[src/rtl/keypad_scan_ctrl.sv]
// -----------------------------------------------------------------------------
// keypad_scan_ctrl
//
// Scans a 4x4 matrix keypad one column at a time and debounces the presses
// and releases it finds. The scan uses a slow tick derived from clk. The
// controller samples the rows once per tick. While a key is being debounced
// or held, the column stays frozen and only the latched row is watched.
//
// Parameters
//   SCAN_DIV   clk cycles per scan tick (column dwell), >= 4
//   DEB_TICKS  consecutive matching tick samples needed to accept a press
//              or a release, >= 2
//
// Ports
//   clk        single clock, rising edge
//   reset      synchronous, active-low reset
//   row_in     keypad rows, asynchronous, active-low (pulled up)
//   col_out    column drive, active-low, exactly one bit low
//   key_valid  one-clk pulse on an accepted press
//   key_code   code of the last accepted key, col*4+row
//   key_down   high while the accepted key is held
// -----------------------------------------------------------------------------
module keypad_scan_ctrl #(
    parameter int SCAN_DIV  = 100000,
    parameter int DEB_TICKS = 20
) (
    input  logic       clk,
    input  logic       reset,
    input  logic [3:0] row_in,
    output logic [3:0] col_out,
    output logic       key_valid,
    output logic [3:0] key_code,
    output logic       key_down
);

    localparam int DIV_W = (SCAN_DIV > 2) ? $clog2(SCAN_DIV) : 1;
    localparam int DEB_W = $clog2(DEB_TICKS + 1);

    localparam logic [DIV_W-1:0] DIV_LAST = DIV_W'(SCAN_DIV - 1);
    localparam logic [DEB_W-1:0] DEB_MAX  = DEB_W'(DEB_TICKS);
    localparam logic [DEB_W-1:0] DEB_ONE  = DEB_W'(1);

    localparam logic [1:0] ST_SCAN         = 2'd0;
    localparam logic [1:0] ST_DEBOUNCE     = 2'd1;
    localparam logic [1:0] ST_PRESSED      = 2'd2;
    localparam logic [1:0] ST_RELEASE_WAIT = 2'd3;

    logic [3:0]       row_meta_reg;
    logic [3:0]       row_sync_reg;
    logic [DIV_W-1:0] div_cnt_reg;
    logic [1:0]       state_reg,   state_next;
    logic [1:0]       col_reg,     col_next;
    logic [1:0]       row_sel_reg, row_sel_next;
    logic [DEB_W-1:0] deb_cnt_reg, deb_cnt_next;
    logic             key_valid_reg, key_valid_next;
    logic [3:0]       key_code_reg,  key_code_next;
    logic             key_down_reg,  key_down_next;

    logic             tick;
    logic             latched_low;
    logic [DEB_W-1:0] deb_inc;
    logic [1:0]       lowest_row;

    assign tick        = (div_cnt_reg == DIV_LAST);
    assign latched_low = ~row_sync_reg[row_sel_reg];
    // Saturating increment: the counter can never wrap past DEB_TICKS.
    assign deb_inc     = (deb_cnt_reg >= DEB_MAX) ? DEB_MAX : deb_cnt_reg + DEB_ONE;

    // Lowest-index low row wins when several keys share the column.
    always_comb begin
        lowest_row = 2'd0;
        casez (row_sync_reg)
            4'b???0: lowest_row = 2'd0;
            4'b??01: lowest_row = 2'd1;
            4'b?011: lowest_row = 2'd2;
            4'b0111: lowest_row = 2'd3;
            default: lowest_row = 2'd0;
        endcase
    end

    always_comb begin
        state_next     = state_reg;
        col_next       = col_reg;
        row_sel_next   = row_sel_reg;
        deb_cnt_next   = deb_cnt_reg;
        key_code_next  = key_code_reg;
        key_down_next  = key_down_reg;
        key_valid_next = 1'b0;

        if (tick) begin
            case (state_reg)
                ST_SCAN: begin
                    if (&row_sync_reg) begin
                        col_next = col_reg + 2'd1;
                    end else begin
                        row_sel_next = lowest_row;
                        deb_cnt_next = DEB_ONE;
                        state_next   = ST_DEBOUNCE;
                    end
                end
                ST_DEBOUNCE: begin
                    if (latched_low) begin
                        deb_cnt_next = deb_inc;
                        if (deb_inc >= DEB_MAX) begin
                            state_next     = ST_PRESSED;
                            key_valid_next = 1'b1;
                            key_code_next  = {col_reg, row_sel_reg};
                            key_down_next  = 1'b1;
                        end
                    end else begin
                        // Bounce: return to scanning the same column.
                        deb_cnt_next = '0;
                        state_next   = ST_SCAN;
                    end
                end
                ST_PRESSED: begin
                    if (!latched_low) begin
                        deb_cnt_next = DEB_ONE;
                        state_next   = ST_RELEASE_WAIT;
                    end
                end
                ST_RELEASE_WAIT: begin
                    if (!latched_low) begin
                        deb_cnt_next = deb_inc;
                        if (deb_inc >= DEB_MAX) begin
                            deb_cnt_next  = '0;
                            state_next    = ST_SCAN;
                            key_down_next = 1'b0;
                            col_next      = col_reg + 2'd1;
                        end
                    end else begin
                        // Release bounce: still held, no new report.
                        deb_cnt_next = DEB_MAX;
                        state_next   = ST_PRESSED;
                    end
                end
                default: begin
                    state_next = ST_SCAN;
                end
            endcase
        end
    end

    always_ff @(posedge clk) begin
        if (!reset) begin
            row_meta_reg  <= 4'b1111;
            row_sync_reg  <= 4'b1111;
            div_cnt_reg   <= '0;
            state_reg     <= ST_SCAN;
            col_reg       <= 2'd0;
            row_sel_reg   <= 2'd0;
            deb_cnt_reg   <= '0;
            key_valid_reg <= 1'b0;
            key_code_reg  <= 4'd0;
            key_down_reg  <= 1'b0;
        end else begin
            row_meta_reg  <= row_in;
            row_sync_reg  <= row_meta_reg;
            div_cnt_reg   <= tick ? '0 : div_cnt_reg + 1'b1;
            state_reg     <= state_next;
            col_reg       <= col_next;
            row_sel_reg   <= row_sel_next;
            deb_cnt_reg   <= deb_cnt_next;
            key_valid_reg <= key_valid_next;
            key_code_reg  <= key_code_next;
            key_down_reg  <= key_down_next;
        end
    end

    // One-cold column decode.
    genvar gi;
    generate
        for (gi = 0; gi < 4; gi++) begin : g_col
            assign col_out[gi] = (col_reg != 2'(gi));
        end
    endgenerate

    assign key_valid = key_valid_reg;
    assign key_code  = key_code_reg;
    assign key_down  = key_down_reg;

endmodule

[config.mk]
export PLATFORM = sky130hd
export DESIGN_NAME = keypad_scan_ctrl
export DESIGN_NICKNAME = d
export VERILOG_FILES = /design/src/rtl/keypad_scan_ctrl.sv
export SDC_FILE = /design/constraint.sdc
export NUM_CORES = 1
export LEC_CHECK = 0
export BUFFER_PORTS_ARGS = -buffer_cell sky130_fd_sc_hd__buf_2
export CAP_MARGIN = 20
export CORE_MARGIN = 2
export CORE_UTILIZATION = 50
export DETAILED_ROUTE_END_ITERATION = 10
export HOLD_SLACK_MARGIN = 0.15
export PLACE_DENSITY_LB_ADDON = 0.25
export SKIP_CTS_REPAIR_TIMING = 1
export SYNTH_ARGS = -nofsm -noshare
export SYNTH_HDL_FRONTEND = slang
export SYNTH_SLANG_ARGS = --single-unit
[constraint.sdc]
create_clock -name clk -period 4.4 [get_ports clk]
set_clock_uncertainty 0.15 [all_clocks]
set_input_delay 0.22 -clock clk [delete_from_list [all_inputs] [get_ports clk]]
set_output_delay 0.22 -clock clk [all_outputs]
set_load 0.02 [all_outputs]
---- Yosys cells after proc, flatten, opt, wreduce, memory -nomap -nowiden ----
Index checks and enable logic that the tools add are counted.
storage, ports and cells
  register bits ........................... 42
  input port bits ......................... 6
  output and inout port bits .............. 10
operators by class
  add/sub/neg operators ................... 3
  magnitude comparators ................... 3
  equality and inequality tests ........... 19
  muxes and demuxes ....................... 27
  bitwise logic cells ..................... 5
  reductions and logical operators ........ 13
operators with widths
  kind                   number
  $mux 5                 6
  $pmux 5 s4             1
  $mux 2                 9
  $ne 2x2->1 const B     9
  $add 17x1->17 const B  1
  $eq 17x17->1 const B   1
  $ge 5x5->1 const B     2
  $reduce_and 5->1       2
  $pmux 2 s4             1
  $reduce_and 4->1       2
  $mux 1                 6
  $ne 3x3->1 const B     2
  $pmux 2 s3             1
  $reduce_and 3->1       2
  $reduce_and 6->1       1
  $reduce_bool 2->1      3
  $add 5x1->5 const B    1
  $not 1->1              5
  $eq 2x1->1 const B     2
  $eq 2x2->1 const B     2
  $eq 4x3->1 const B     1
  $pmux 2 s2             1
  $reduce_or 4->1        1
  $eq 3x2->1 const B     1
  other kinds (7)        7

---- Logic depth before layout (Yosys ltp) ----
Gate-level depths: netlist (run 1).
  word-level depth ........................ 6
  mapped depth ............................ 8

---- Worst setup path after synthesis (run 1) ----
Ideal clock, no wire load.
  kind .................................... flip-flop to flip-flop
  start ................................... reg row_sel_reg[0]
  end ..................................... reg deb_cnt_reg[1]
  library setup time ...................... 0.116 ns
  arrival ................................. 1.733 ns
  data required time ...................... 4.134 ns
  path slack .............................. 2.401 ns
  stages on the path, launching flop included .. 6
  buffers on the path ..................... 1
  clock period less this slack ............ 1.999 ns
  path through ............................ dfxtp_1 > mux4_2 > o311a_1 > buf_6 > and4_4 > a31o_1
on the way
  longest elaborated chain between the ends .. 4
  elaborated cells on any way between the ends .. 7
  classes of those cells .................. eq/ne: 1; mux: 5; reduce/logical: 1
ends and longest elaborated chain
  element                                                line  text
  start: declaration                                     53    logic [1:0] row_sel_reg, row_sel_next;
  start signal: assignment                               162   row_sel_reg <= row_sel_next;
  $bmux 1 s2 (*)                                         65    assign latched_low = ~row_sync_reg[row_sel_reg];
  $mux 1 (not written as such) (*)                       65
  $mux 5, or another cell as far along                   123   if (!latched_low) begin
  $pmux 5 s4 / $reduce_and 3->1 (equally long branches)  --
  end signal: assignment                                 163   deb_cnt_reg <= deb_cnt_next;
  end: declaration                                       54    logic [DEB_W-1:0] deb_cnt_reg, deb_cnt_next;
Mark *: on every way between the ends. The rest lies on a longest branch, timed or not. The select of a mux whose other input is x is not followed.
A chain may end at the register's enable or synchronous reset.

---- Worst setup path after layout (run 1) ----
  start ................................... reg div_cnt_reg[0]
  end ..................................... reg deb_cnt_reg[1]
on the way
  longest elaborated chain between the ends .. 2
ends and longest elaborated chain
  element                            line  text
  start: declaration                 50    logic [DIV_W-1:0] div_cnt_reg;
  start signal: assignment           159   div_cnt_reg <= tick ? '0 : div_cnt_reg + 1'b1;
  $eq 17x17->1                       64    assign tick = (div_cnt_reg == DIV_LAST);
  $reduce_and 3->1 (no source line)  --
No other way between the ends.

==> flow_summary_export.csv, run 1 <==
group,metric,value,unit
pwr,p_int,527,uW
pwr,combPwrFrac,4.6,%
layout,fin_nets,250,
synthesis,post-synth-top-count-cell,"dfxtp_1",
timing,post-route-period-util,51.6,%
place,place.detailed.instances,274,
layout,drive_gt1_share,11.3,%
cts,clockRootBuffer,"clkbuf_8",
place,io_buffers,15,
synthesis,syn_area_per_cell,8.85,sq um
setup_path,cp_slowest_cell,"o311a_1",
floorplanning,die_area,4430,sq um
synthesis,synth_nets,234,
timing,final_hold_viol_count,0,
pwr,p_leak,0.851,nW
synthesis,yosys_most_used_dff,"dfxtp_1",
cts,clk_path_buf_depth,2,
cts,cts_tree,"built",
setup_path,cpLargestDelayFamily,"simple AND/OR/NAND/NOR gates",
detailed_routing,vias_per_cell,5.22,
setup_path,cp_common_cell,"and4_1",
synthesis,ys_seq_area_share,43.0,%
setup_path,worst_setup_path_end_kind,"flip-flop",
setup_path,cp_slowest_stage_delay,440,ps
timing,setup_slack,2130,ps
worst_hold_path,hold_path_class,"primary input to flip-flop",
grt,grt.overflow.total,0,
setup_path,path_class,"flip-flop to flip-flop",
detailed_routing,via_count,1493,
layout,nFillCells,347,
timing,setup_viol,0,
timing,slew_violations,0,
floorplanning,start_util,52.6,%
cts,htree_levels,2,
setup_path,path_max_fanout,10,
grt,grt_pass1_vias,1309,
detailed_routing,drcViolationCount,0,
cts,cts_buffers,5,
timing,timing.fmax,440,MHz
floorplanning,ioPinCount,16,
synthesis,synth.cell_area,1960,sq um
timing,hold_ws,222,ps
grt,grt_max_degree,33,
layout,seqCellArea,841,sq um
layout,synthToLayoutAreaGrowth,10.2,%
synthesis,synth.area.top_cells,"dfxtp_1 (43%), ha_1 (4.5%), xor2_1 (4.5%)",
setup_path,path_buf_inv,0,
synthesis,synth_edf_count,0,
synthesis,yosysTopAreaCell,"dfxtp_1",
cts,cts.sinks,42,
layout,finalNonFillerCells,286,
synthesis,synth_common_cells,"dfxtp_1 (42), nor2_1 (23), nand2_1 (22), nand3_1 (15), inv_1 (13)",
place,post-place-ws,2150,ps
setup_path,cp_data_required_time,4490,ps
timing,fin_crit,2270,ps
detailed_routing,post_drt_wl_per_cell,11.9,microns
grt,antenna_found_initial,0,
setup_path,critical_path.cell_chain,"ha_1 > and4_1 > and4_1 > o311a_1 > and4_4 > a31o_1",
detailed_routing,dr.pass1.iters,4,
floorplanning,die_y,66.5,microns
timing,setup_tns,0,ps
layout,largest_reg_flops,17,
floorplanning,die_w,66.5,microns
run_status,status,"completed",
flow_run,cap_violations,0,
timing,tightest_slew,536,ps
timing,rsz0062_at_grt,"no",
pwr,seq_power_share,58.2,%
setup_path,crit_path_start_kind,"flip-flop",
pwr,p_per_area,313,nW/um^2
pwr,ir_drop,0.260,mV
layout,num_antenna_cells,0,
place,hpwl,2310,microns
synthesis,synthArstFlopShare,0,%
layout,multi_input_area,1000,sq um
pwr,p_sw,147,uW
pwr,power.total,674,uW
detailed_routing,ant_nets,0,
synthesis,yosys_register_bits,42,
synthesis,synth_top_area_share,43.0,%
floorplanning,core,3720,sq um
detailed_routing,drt_iter0_markers,82,
timing,relSlewSlack,64.3,%
pwr,clockPowerShare,37.2,%
pwr,switching_share,21.8,%
grt,grt_pass1_wl,5840,microns
place,gp_congestion,0.785,
grt,grt_use_total,17.5,%
cts,clkTransAtPathRegs,80,ps
synthesis,yosysWarnings,0,
detailed_routing,finalWirelength,3410,microns
cts,worstSkewPairLatency,290,ps
setup_path,cp.arrival,2360,ps
floorplanning,rows,22,
synthesis,synth_cells,221,
synthesis,synth.distinct_cells,45,
-- layer usage --
metal / vias up / global-route usage, % / routed length (microns)
met4: 0 / 8.42 / 69
met2: 22 / 25.3 / 1380
met1: 677 / 23.9 / 1820
met3: 4 / 4.90 / 137
met5: - / 0 / 0
li1: 790 / - / -
-- cells in the final DEF, fill, tap and decap left out, types with 2 or more instances in the layout --
cell type	instances
a21oi_1	3
a31oi_1	4
and3_1	2
and4_1	3
buf_2	15
clkbuf_8	6
dfxtp_1	42
dlygate4sd3_1	4
ha_1	7
inv_1	13
mux2i_1	3
nand2_1	22
nand2b_1	11
nand3_1	15
nand4_1	4
nor2_1	23
nor2b_1	2
nor3_1	4
o211a_1	2
o21ai_0	9
o22ai_1	4
or3_1	2
xnor2_1	7
xor2_1	10
-- power by group through the flow --
stage               registers [mW]  logic, mW  clock network, mW
floorplan                    0.402     0.0189                  0
global placement             0.401     0.0282                  0
detailed placement           0.401     0.0287                  0
CTS                          0.392     0.0289              0.259
global route                 0.394     0.0346              0.272
finish                       0.392     0.0313              0.251
-- worst register-to-register path, cell delays in order, from the launching register on --
cell,delay [ps]
dfxtp_1,370
ha_1,240
and4_1,240
and4_1,350
o311a_1,450
and4_4,290
a31o_1,130
-- through the flow --
step	utilization (%)	instance area, sq um
CTS	56.9	2120
floorplan	-	1960
finish	58.0	2160
detailed placement	54.5	2020
global placement	54.5	2020
global route	58.0	2160
-- path summary, 6_finish.rpt --
| check | slack (ps) | startpoint | endpoint | depth (start not counted) |
|---|---|---|---|---|
| worst min register to register | 250 | row_meta_reg[0]$_SDFF_PN1_ | row_sync_reg[0]$_SDFF_PN1_ | 1 |
| worst max register to register | 2130 | div_cnt_reg[0]$_SDFF_PP0_ | deb_cnt_reg[1]$_SDFFE_PN0P_ | 6 |
| worst max-delay path | 2130 | div_cnt_reg[0]$_SDFF_PP0_ | deb_cnt_reg[1]$_SDFFE_PN0P_ | 6 |
| worst min-delay path | 220 | reset | row_sync_reg[0]$_SDFF_PN1_ | 2 |
-- layout make-up --
type | count | area share [%]
multi-input cells | 156 | 46.4
flip-flops and latches | 42 | 39.0
repair buffers | 19 | 5.34
clock buffers | 7 | 4.00
well taps | 48 | 2.79
inverters | 13 | 2.26
clock inverters | 1 | 0.232
-- logic make-up (layout without fill, tap and decap cells) --
logic type | after synthesis | after routing | synth area share [%]
muxes | 4 | 4 | 2.69
adders and majority gates | 7 | 7 | 4.48
xor gates and xnor gates | 17 | 17 | 7.61
buffers and inverters | 23 | 40 | 5.89
DFF | 42 | 42 | 43.0
and+or+nand+nor | 96 | 96 | 25.1
AOI/OAI and AO/OA | 32 | 32 | 11.2
Power figures use the tool's default switching activity.
==> run 2: changes to the inputs <==
--- a/config.mk
+++ b/config.mk
@@ -5,6 +5,7 @@
 export SDC_FILE = /design/constraint.sdc
 export NUM_CORES = 1
 export LEC_CHECK = 0
+export ABC_AREA = 1
 export BUFFER_PORTS_ARGS = -buffer_cell sky130_fd_sc_hd__buf_2
 export CAP_MARGIN = 20
 export CORE_MARGIN = 2
==> constraint.sdc (replaced) <==
create_clock -name clk -period 2.2 [get_ports clk]
set_clock_uncertainty 0.15 [all_clocks]
set_input_delay 0.11 -clock clk [delete_from_list [all_inputs] [get_ports clk]]
set_output_delay 0.11 -clock clk [all_outputs]
set_load 0.02 [all_outputs]
==> run 2 against run 1 <==
- clock-buffer cell count is 1 lower
- total power up 110%
- register-to-register slack got worse by 1800 ps
- synthesized cell count rose by 38%
- non-clock buffer count rose by 1
- first-iteration DRC count stayed put
- critical endpoint is now state_reg[0]$_SDFFE_PN0P_
==> flow_summary_export.csv, run 2 <==
group,metric,value,unit
synthesis,synth_nets,317,
synthesis,synth_common_cells,"nand2_1 (57), nor2_1 (43), dfxtp_1 (42), inv_1 (39), nand3_1 (17)",
timing,setup_viol,0,
detailed_routing,drcViolationCount,0,
synthesis,yosys_most_used_dff,"dfxtp_1",
synthesis,synth_top_area_share,38.0,%
timing,setup_tns,0,ps
layout,final_common_cell,"nand2_1",
synthesis,synth.area.top_cells,"dfxtp_1 (38%), nand2_1 (9.7%), nor2_1 (7.3%)",
detailed_routing,via_count,1865,
timing,fin_crit,1860,ps
timing,rsz0062_at_grt,"no",
floorplanning,die_w,70.5,microns
pwr,ir_drop,0.499,mV
setup_path,path_class,"flip-flop to flip-flop",
cts,cts_buffers,5,
synthesis,synthArstFlopShare,0,%
place,io_buffers,15,
synthesis,yosys.area_share.simple,40.7,%
cts,clockRootBuffer,"clkbuf_8",
layout,drive_gt1_share,19.5,%
setup_path,reg2reg_slack,340,ps
setup_path,critical_path.cell_chain,"ha_1 > inv_1 > nand2_1 > nand2_1 > nor2_2 > nand2_2 > nand2_4 > nand3_1 > nand3_1 > nand2_1 > and3_1",
setup_path,cp_slowest_cell,"dfxtp_1",
cts,cts.sinks,42,
setup_path,crit_path_start_kind,"flip-flop",
pwr,seq_power_share,53.8,%
place,hpwl,2970,microns
grt,grt_pass1_vias,1746,
floorplanning,start_util,51.5,%
setup_path,cp_slowest_stage_delay,430,ps
layout,stdcell_area,2500,sq um
synthesis,ys_seq_area_share,38.0,%
place,dpl_cell_area,2340,sq um
setup_path,path_max_fanout,7,
synthesis,synth.distinct_cells,39,
setup_path,r2r-end,"state_reg[0]$_SDFFE_PN0P_",
cts,clkTransAtPathRegs,70,ps
layout,synthToLayoutAreaGrowth,12.9,%
detailed_routing,finalWirelength,3970,microns
layout,final_cell_mix,"nand2_1 (57), nor2_1 (43), dfxtp_1 (42)",
pwr,clockPowerShare,42.5,%
floorplanning,die_y,70.5,microns
floorplanning,rows,24,
floorplanning,die_area,4980,sq um
setup_path,endpoint,"state_reg[0]$_SDFFE_PN0P_",
grt,grt.overflow.total,0,
timing,relSlewSlack,73.7,%
pwr,switching_share,20.0,%
layout,num_antenna_cells,0,
grt,grt_max_degree,18,
setup_path,cp_common_cell,"nand2_1",
floorplanning,core,4290,sq um
setup_path,path_buf_inv,1,
setup_path,crit_start,"deb_cnt_reg[0]$_SDFFE_PN0P_",
synthesis,syn_area_per_cell,7.28,sq um
synthesis,yosysTopAreaCell,"dfxtp_1",
synthesis,synth_compound_area_share,7.86,%
worst_hold_path,hold_path_class,"flip-flop to flip-flop",
detailed_routing,post_drt_wl_per_cell,10.4,microns
setup_path,cp_data_required_time,2240,ps
grt,grt_use_total,17.5,%
flow_run,cap_violations,0,
layout,fin_nets,341,
synthesis,synthMuxAreaShare,0,%
synthesis,synthXorXnorAreaFrac,1.19,%
cts,clk_path_buf_depth,2,
timing,tightest_slew,394,ps
grt,antenna_found_initial,0,
detailed_routing,dr.pass1.iters,4,
cts,htree_levels,2,
setup_path,cpLargestDelayFamily,"simple AND/OR/NAND/NOR gates",
cts,worstSkewPairLatency,290,ps
detailed_routing,vias_per_cell,4.91,
setup_path,cp.depth,11,
synthesis,synth.cell_area,2210,sq um
setup_path,r2r_start,"deb_cnt_reg[0]$_SDFFE_PN0P_",
pwr,p_per_area,578,nW/um^2
synthesis,yosysWarnings,0,
synthesis,post-synth-top-count-cell,"nand2_1",
place,gp_congestion,0.910,
timing,final_hold_viol_count,0,
detailed_routing,drt_iter0_markers,82,
floorplanning,ioPinCount,16,
grt,grt_pass1_wl,7150,microns
synthesis,synth_fa_ha_area_share,3.96,%
timing,slew_violations,0,
run_status,status,"completed",
synthesis,synth_edf_count,0,
pwr,p_sw,289,uW
layout,largest_reg_flops,17,
timing,timing.fmax,539,MHz
setup_path,cp.arrival,1890,ps
pwr,p_int,1.16,mW
synthesis,synth_top_family_by_area,"simple AND/OR/NAND/NOR gates",
detailed_routing,ant_nets,0,
pwr,combPwrFrac,3.7,%
cts,cts_tree,"built",
timing,post-route-period-util,84.3,%
synthesis,synth_cells,304,
synthesis,yosys_register_bits,42,
setup_path,ff2ff_path_depth,11,
pwr,p_leak,1.06,nW
setup_path,worst_setup_path_end_kind,"flip-flop",
pwr,power.total,1.45,mW
==> run 2: area by class of cell <==
cell class / count / area (sq um)
inverters: 44 / 168
well taps: 52 / 65.1
fillers: 425 / 1790
clock inverters: 1 / 30.0
multi-input cells: 215 / 1190
clock buffers: 6 / 82.6
repair buffers: 20 / 125
flip-flops and latches: 42 / 841
==> run 2: logic make-up after synthesis <==
kind of cell,Yosys count
simple gates,173
xor+xnor,3
buf+inv,47
fa+ha+maj,7
compound gates,32
flops,42
==> run 2: how the worst min path moves through the flow <==
stage	startpoint	slack [ps]	end	cells past startpoint
5_1_grt	row_meta_reg[3]$_SDFF_PN1_	280	row_sync_reg[3]$_SDFF_PN1_	1
2_1_floorplan	row_in[0]	70	row_meta_reg[0]$_SDFF_PN1_	1
6_report	row_meta_reg[2]$_SDFF_PN1_	260	row_sync_reg[2]$_SDFF_PN1_	1
4_1_cts	row_in[3]	-150	row_meta_reg[3]$_SDFF_PN1_	2
3_3_place_gp	row_in[0]	150	row_meta_reg[0]$_SDFF_PN1_	2
3_5_place_dp	row_in[3]	150	row_meta_reg[3]$_SDFF_PN1_	2
==> run 2: through the flow <==
step	setup slack, ps	util [%]	hold WS (ps)	instances
final	344	58.2	263	380
after global routing	104	58.2	279	380
after CTS	339	57.1	-150	375
after detailed placement	357	54.4	148	368
after global placement	385	54.4	146	368
after floorplan	527	-	66.6	304
==> run 2: routing by layer <==
layer / share of wire, % / GRT usage (%) / vias to the layer above
met5: 0 / 0 / -
met4: 1.2 / 5.66 / 0
met2: 45 / 29.5 / 24
met3: 3.0 / 3.42 / 6
met1: 50 / 22.7 / 818
li1: - / - / 1017
==> run 2: power groups by stage <==
stage | sequential (mW) | combinational (mW) | clock (mW)
floorplan | 0.794 | 0.0366 | 0
global placement | 0.795 | 0.0471 | 0
detailed placement | 0.796 | 0.0474 | 0
CTS | 0.778 | 0.0475 | 0.625
global route | 0.779 | 0.0617 | 0.655
finish | 0.778 | 0.0536 | 0.615
==> run 2: worst register-to-register path: cells and delay by family (launching register included) <==
kind	cells	cell delay [ps]
fa+ha+maj	1	230
simple gates	9	910
flops	1	430
buf+inv	1	50
